==> config.mk <==
export PLATFORM = sky130hd
export DESIGN_NAME = frame_sched
export DESIGN_NICKNAME = d
export VERILOG_FILES = /design/src/rtl/frame_sched_pkg.sv /design/src/rtl/frame_sched_sync_edge.sv /design/src/rtl/frame_sched.sv
export SDC_FILE = /design/constraint.sdc
export NUM_CORES = 1
export LEC_CHECK = 0
export CORE_MARGIN = 3
export CORE_UTILIZATION = 44
export CTS_CLUSTER_DIAMETER = 150
export CTS_CLUSTER_SIZE = 40
export DETAILED_ROUTE_END_ITERATION = 7
export PLACE_DENSITY_LB_ADDON = 0.3
export SYNTH_ARGS = -nofsm -noshare
export SYNTH_HDL_FRONTEND = slang
export SYNTH_SLANG_ARGS = --single-unit
==> constraint.sdc <==
create_clock -name CLK -period 1.75 [get_ports CLK]
set_input_delay 0.4375 -clock CLK [delete_from_list [all_inputs] [get_ports CLK]]
set_output_delay 0.4375 -clock CLK [all_outputs]
set_load 0.005 [all_outputs]
==> src/rtl/frame_sched_pkg.sv <==
// Shared definitions for the bounce / frame scheduler / circle slice.
package frame_sched_pkg;

  // Coordinate bus width shared by bounce, frame_sched and circle.
  localparam int unsigned COORD_W = 11;

  // Default centre after reset (middle of a 640x480 screen).
  localparam int unsigned X_INIT = 320;
  localparam int unsigned Y_INIT = 240;

  // Frame scheduler FSM states.
  typedef enum logic [1:0] {
    StIdle  = 2'd0,
    StStep  = 2'd1,
    StLatch = 2'd2,
    StHold  = 2'd3
  } state_e;

endpackage

==> src/rtl/frame_sched_sync_edge.sv <==
// Registered edge detector: start_o pulses when sig_i enters its active level.
module sync_edge #(
  parameter bit ActiveLevel = 1'b0,
  parameter bit ResetLevel  = 1'b0
) (
  input  logic clk_i,
  input  logic rst_i,
  input  logic sig_i,
  output logic start_o
);

  logic sig_q;

  // Previous-cycle copy of the input; resetting to the active level suppresses
  // a spurious edge when the input is already active as reset releases.
  always_ff @(posedge clk_i) begin
    if (rst_i) begin
      sig_q <= ResetLevel;
    end else begin
      sig_q <= sig_i;
    end
  end

  // Edge is the current level active while the previous level was not.
  always_comb begin
    start_o = (sig_i == ActiveLevel) && (sig_q != ActiveLevel);
  end

endmodule

==> src/rtl/frame_sched.sv <==
// Frame scheduler: paces bounce steps off VSYNC and double-buffers the centre
// so the circle renderer only sees a new position at a frame boundary.
module frame_sched #(
  parameter int unsigned COORD_W   = frame_sched_pkg::COORD_W,
  parameter int unsigned X_INIT    = frame_sched_pkg::X_INIT,
  parameter int unsigned Y_INIT    = frame_sched_pkg::Y_INIT,
  parameter bit          VS_ACTIVE = 1'b0
) (
  input  logic               CLK,
  input  logic               RESET,
  input  logic               VSYNC,
  input  logic               pause,
  input  logic               single_step,
  input  logic [1:0]         speed,
  input  logic [COORD_W-1:0] next_x,
  input  logic [COORD_W-1:0] next_y,
  output logic               step,
  output logic [COORD_W-1:0] disp_x,
  output logic [COORD_W-1:0] disp_y,
  output logic [15:0]        frame_cnt
);

  import frame_sched_pkg::*;

  state_e             state_q, state_d;
  logic               step_q, step_d;
  logic [1:0]         div_cnt_q, div_cnt_d;
  logic               ss_pend_q, ss_pend_d;
  logic [15:0]        frame_cnt_q, frame_cnt_d;
  logic [COORD_W-1:0] disp_x_q, disp_x_d;
  logic [COORD_W-1:0] disp_y_q, disp_y_d;
  logic               frame_start;
  logic               ss_req;

  sync_edge #(
    .ActiveLevel (VS_ACTIVE),
    .ResetLevel  (VS_ACTIVE)
  ) u_sync_edge (
    .clk_i   (CLK),
    .rst_i   (RESET),
    .sig_i   (VSYNC),
    .start_o (frame_start)
  );

  // A single-step request only counts while paused.
  assign ss_req = single_step & pause;

  // Next-state logic: step decision at frame start, latch centre once per frame.
  always_comb begin
    state_d     = state_q;
    step_d      = 1'b0;
    div_cnt_d   = div_cnt_q;
    ss_pend_d   = ss_pend_q | ss_req;
    frame_cnt_d = frame_cnt_q;
    disp_x_d    = disp_x_q;
    disp_y_d    = disp_y_q;

    unique case (state_q)
      StIdle: begin
        if (frame_start) begin
          frame_cnt_d = frame_cnt_q + 16'd1;
          state_d     = StStep;
          if (pause) begin
            // A pulse coinciding with the frame start is honoured this frame.
            step_d    = ss_pend_q | ss_req;
            ss_pend_d = 1'b0;
          end else if (div_cnt_q >= speed) begin
            // >= so a speed lowered mid-count fires on the next frame.
            step_d    = 1'b1;
            div_cnt_d = 2'd0;
          end else begin
            div_cnt_d = div_cnt_q + 2'd1;
          end
        end
      end
      StStep: begin
        state_d = StLatch;
      end
      StLatch: begin
        // bounce has updated next_* at the end of the STEP cycle.
        disp_x_d = next_x;
        disp_y_d = next_y;
        state_d  = StHold;
      end
      StHold: begin
        if (VSYNC != VS_ACTIVE) begin
          state_d = StIdle;
        end
      end
      default: begin
        state_d = StIdle;
      end
    endcase
  end

  // State registers with synchronous reset; reset drops any step in flight.
  always_ff @(posedge CLK) begin
    if (RESET) begin
      state_q     <= StIdle;
      step_q      <= 1'b0;
      div_cnt_q   <= 2'd0;
      ss_pend_q   <= 1'b0;
      frame_cnt_q <= 16'd0;
      disp_x_q    <= COORD_W'(X_INIT);
      disp_y_q    <= COORD_W'(Y_INIT);
    end else begin
      state_q     <= state_d;
      step_q      <= step_d;
      div_cnt_q   <= div_cnt_d;
      ss_pend_q   <= ss_pend_d;
      frame_cnt_q <= frame_cnt_d;
      disp_x_q    <= disp_x_d;
      disp_y_q    <= disp_y_d;
    end
  end

  assign step      = step_q;
  assign disp_x    = disp_x_q;
  assign disp_y    = disp_y_q;
  assign frame_cnt = frame_cnt_q;

endmodule

-- Word-level counts from Yosys, hierarchy flattened
Cells that the tools add are included.
- output and inout port bits: 39
- bits in registers: 45
- input port bits: 29
- equality and inequality tests: 5
- reduce and logical (&&, ||, !) cells: 6
- mux-type cells: 9
- $add $sub $neg: 2
- $lt $le $gt $ge: 1
- bitwise operators: 6
- operators with widths (kind ; number):
    $add A16 B1 Y16 const B ; 1
    $pmux W2 S4 ; 1
    $mux W2 ; 3
    $mux W1 ; 5
    $eq A2 B2 Y1 const B ; 2
    $ne A2 B2 Y1 const B ; 2
    $not A1 Y1 ; 4
    $reduce_and A2 Y1 ; 2
    $reduce_and A3 Y1 ; 1
    $reduce_or A3 Y1 ; 1
    $add A2 B1 Y2 const B ; 1
    $eq A2 B1 Y1 const B ; 1
    $ge A2 B2 Y1 ; 1
    $logic_not A2 Y1 ; 1
    $and A1 B1 Y1 ; 1
    $logic_and A1 B1 Y1 ; 1
    $or A1 B1 Y1 ; 1

-- Logic depth before layout (Yosys ltp)
- depth in word-level cells: 5
- gate-level depth with buffers: 7

-- By module
Synthesis repeated with hierarchy kept, for this count alone.
- cell total of the unflattened synthesis: 195
- area total of the unflattened synthesis: 1863.0 um2
- by module, submodules not included (module ; instances ; cells an instance ; seq. area each (um2) ; area an instance (um2)):
    frame_sched ; 1 ; 192 ; 880.8 ; 1828.0
    sync_edge ; 1 ; 3 ; 20.0 ; 35.0

-- Worst setup path after synthesis
No wires, ideal clock.
- path kind: register to register
- start point: reg state_q[0]
- end point: reg frame_cnt_q[15], in the netlist frame_cnt[15]
- arrival time: 1.515 ns
- slack: 0.165 ns
- stages on the path, launching flop included: 8
- period minus slack after synthesis: 1.585 ns
- setup time: 0.071 ns
- cells stage by stage: dfxtp_1 > inv_1 > ha_1 > and3b_1 > buf_6 > nand3_4 > or4b_1 > a21oi_1
- word-level cells in the longest chain between the ends: 2
- RTL lines (element ; line ; source):
    start, declared ; frame_sched.sv:25 ; state_e state_q, state_d;
    start signal, assigned ; frame_sched.sv:99 ; state_q <= StIdle;
    start signal, assigned ; frame_sched.sv:107 ; state_q <= state_d;
    $logic_not A2 Y1 ; frame_sched.sv:58 ; unique case (state_q)
    $reduce_and A2 Y1 (no line) ; n/a ;
    end signal, assigned ; frame_sched.sv:111 ; frame_cnt_q <= frame_cnt_d;
    end, declared ; frame_sched.sv:29 ; logic [15:0] frame_cnt_q, frame_cnt_d;
Every way passes these cells.
A chain may end at the register's enable or synchronous reset.

-- Final worst setup path
- start point: reg frame_cnt_q[10], in the netlist frame_cnt[10]
- end point: out frame_cnt[10]
- RTL lines (element ; line ; source):
    end, declared ; frame_sched.sv:20 ; output logic [15:0] frame_cnt
No word-level cell between the ends.

==> results.cfg <==
[outcome]
status = completed

[power_and_ir_drop]
p_sw_share_pct = 27.2
p_clk_share_pct = 25.0
p_leak_nw = 0.982
total_power_w = 0.00248
p_per_area_mw_per_mm2 = 900
comb_power_share_pct = 27.0
p_sw_w = 0.000673
pwr-share-seq_pct = 48.0
max-vdd-ir-drop_v = 0.000518
p_int_w = 0.00180

[yosys]
synth_cell_types = 37
syn_avg_cell_area_um2 = 9.54
syn_area_mm2 = 0.00191
synth_enable_flop_cells = 0
syn_nets = 235
synthArstFlopShare_pct = 0
synth_flop_cell = dfxtp_1
synth.ff_latch_count = 45
seq_area_frac_synth_pct = 47.2
syn_inst = 200
synth_warnings = 0

[critical_path]
critPathRequiredTime_ns = 1.31
crit_chain = clkdlybuf4s50_1
r2r-end = frame_cnt[15]
start_kind = flop
slowest_delay_ns = 0.54
worst-path-buf-inv = 1
r2r_slack_ns = 0.15
worstReg2RegStart = state_q[0]
worstSetupPathDepth = 1
path_delay_family = buffers and inverters
critPathKind = flop to primary output
setup.worst_path.start = frame_cnt[10]
reg2reg_depth = 6
cp.arrival_ns = 1.26
critPathMaxFanout = 5
crit_path_end_kind = primary output
crit_slowest_cell = clkdlybuf4s50_1
cp-endpoint = frame_cnt[10]

[timing]
maxSlewHeadroom_pct = 81.2
fin_crit_sh_pct = 97.3
rsz0062_at_grt = no
setup-violations-final = 0
hold_slack_ns = 0.498
tightest_slew_ns = 0.281
finalHoldViolCount = 0
skew_ns = 0.00873
max_freq_mhz = 588
finalCriticalPeriod_ns = 1.70
final-max-slew-violation-count = 0

[cells_and_area]
diodes = 0
nNetsFinal = 305
final_layout_size_suffix_gt1_share_pct = 8.12
nFillCells = 337
postLayoutCoreUtil_pct = 67.4
instances_no_fill = 321
synthToLayoutAreaGrowth_pct = 44.3

[detailed_routing]
ant_nets = 0
routed_via_density = 5.10
dr.pass1.iters = 5
vias = 1638
drt_iter0_drc = 53
wl_per_cell_um = 12.7
wirelength_um = 4080
drcViolationCount = 0

[clocking]
clk_pin_slew_worst_paths_ns = 0.08
htreeDepth = 2
clk_path_buf_depth = 2
cts_root_buf = clkbuf_8
clock-sinks = 45
hold_buffers = 0
post-cts-setup-buffers = 0
cts_tree = done
numCtsBuffers = 5
clkLatencyLatePin_ns = 0.30

[placed_design]
hpwlAfterDp_um = 2970
place.gp.congestion = 0.822
port_buffers = 67
dp.cells = 313

[min_path]
min_path_type = flop to flop
hold_depth = 2

[floorplan]
boundaryPins = 68
start_util_pct = 46.7
die_h_um = 71.9
chipWidth_um = 71.9
core-area_mm2 = 0.00409
rows = 23
dieArea_mm2 = 0.00516

[global_routing]
grt_pass1_vias = 1580
antenna_found_initial = 0
grt_start_max_net_pins = 28
grt_use_total_pct = 16.9
grt_pass1_wl_um = 6910
grt.overflow.total = 0

[flow_run]
maxCapViolations = 0
[worst min-delay path by stage]
stage	from	end
final	frame_cnt[15]	frame_cnt[15]
after global routing	frame_cnt[14]	frame_cnt[14]
after CTS	frame_cnt[15]	frame_cnt[15]
after detailed placement	frame_cnt[15]	frame_cnt[15]
after global placement	disp_y[10]	disp_y[10]
after floorplan	frame_cnt[15]	frame_cnt[15]
[synthesized netlist by cell type (all sizes together) (4+ instances only)]
cell	count	area share, %
dfxtp	45	47
o21ai	7	1.8
nor2b	10	3.3
nand3	5	2.0
nor3	5	1.3
nand2	4	0.79
a211o	6	2.8
inv	6	1.2
xor2	7	3.2
ha	6	3.9
nand4	7	2.3
mux2i	17	8.9
a21oi	11	2.9
buf	10	2.9
nor2	29	5.7
[worst min-delay path: cells and delay by family (launching register included)]
family	cells	cell delay [ns]
DFF	1	0.34
AOI/OAI and AO/OA	2	0.11
[cell usage in the layout (no fill, tap or decap), types with 2 or more instances in the layout]
cell             count
and3_1               2
nor2_1              29
ha_1                 5
nand3b_1             2
dfxtp_2              2
a211o_1              6
nand3_1              4
nor3_1               5
clkdlybuf4s50_1     67
dfxtp_1             43
inv_1                6
xnor2_1              2
o21ai_0              7
nor2b_1             10
clkinv_2             2
or3_1                3
buf_4                6
mux2i_1             17
clkbuf_8             5
buf_12               2
a21oi_1             11
nand2b_1             2
xor2_1               7
nand2_1              4
nand4_1              7
[sequential cells by signal, indices dropped and copies added, names as in the netlist]
| register | cells |
|---|---|
| disp_x | 11 |
| ss_pend_q | 1 |
| state_q | 2 |
| disp_y | 11 |
| div_cnt_q | 2 |
| u_sync_edge.sig_q | 1 |
| step | 1 |
| frame_cnt | 16 |
[final cells by class]
| type | count | area, µm² | area share (%) |
|---|---|---|---|
| repair buffers | 75 | 756 | 27.5 |
| flip-flops and latches | 45 | 903 | 32.8 |
| multi-input cells | 137 | 926 | 33.6 |
| inverters | 6 | 22.5 | 0.818 |
| clock inverters | 2 | 10.0 | 0.364 |
| well taps | 50 | 62.6 | 2.27 |
| clock buffers | 6 | 72.6 | 2.64 |
[what timing repair did]
| action | in CTS | in global routing |
|---|---|---|
| gates resized for setup | 0 | 4 |
| endpoints found under the hold margin | 0 | 0 |
| endpoints found under the setup margin | 0 | 4 |
[per-layer routing]
| metal | track usage (%) | up-vias | wire length (µm) |
|---|---|---|---|
| met2 | 26.9 | 59 | 1750 |
| met4 | 8.14 | 0 | 90 |
| li1 | - | 833 | - |
| met1 | 19.0 | 738 | 1780 |
| met3 | 7.85 | 8 | 457 |
| met5 | 0 | - | 0 |
[through the flow]
stage	setup slack [ns]	cell area (µm²)	TNS, ns
floorplan	0.165	1910	0
global placement	-0.231	2660	-1.18
detailed placement	-0.248	2660	-1.65
CTS	0.0167	2750	0
global route	0.00236	2750	0
finish	0.0481	2750	0
[kinds of logic (layout without fill, tap and decap cells)]
kind of cell / after synthesis / in the layout / share of synthesized area, %
DFF: 45 / 45 / 47.2
and+or+nand+nor: 76 / 76 / 21.6
muxes: 18 / 18 / 9.51
xor gates and xnor gates: 9 / 9 / 4.13
buffers and inverters: 18 / 89 / 4.46
adders and majority gates: 6 / 6 / 3.93
AOI/OAI and AO/OA: 28 / 28 / 9.11
[power by group through the flow]
| stage | sequential, W | clock, W | combinational (W) |
|---|---|---|---|
| 2_1_floorplan | 0.00121 | 0 | 0.000353 |
| 3_3_place_gp | 0.00121 | 0 | 0.000657 |
| 3_5_place_dp | 0.00121 | 0 | 0.000670 |
| 4_1_cts | 0.00119 | 0.000640 | 0.000674 |
| 5_1_grt | 0.00121 | 0.000672 | 0.000738 |
| 6_report | 0.00119 | 0.000619 | 0.000670 |
Power figures use the tool's default switching activity.
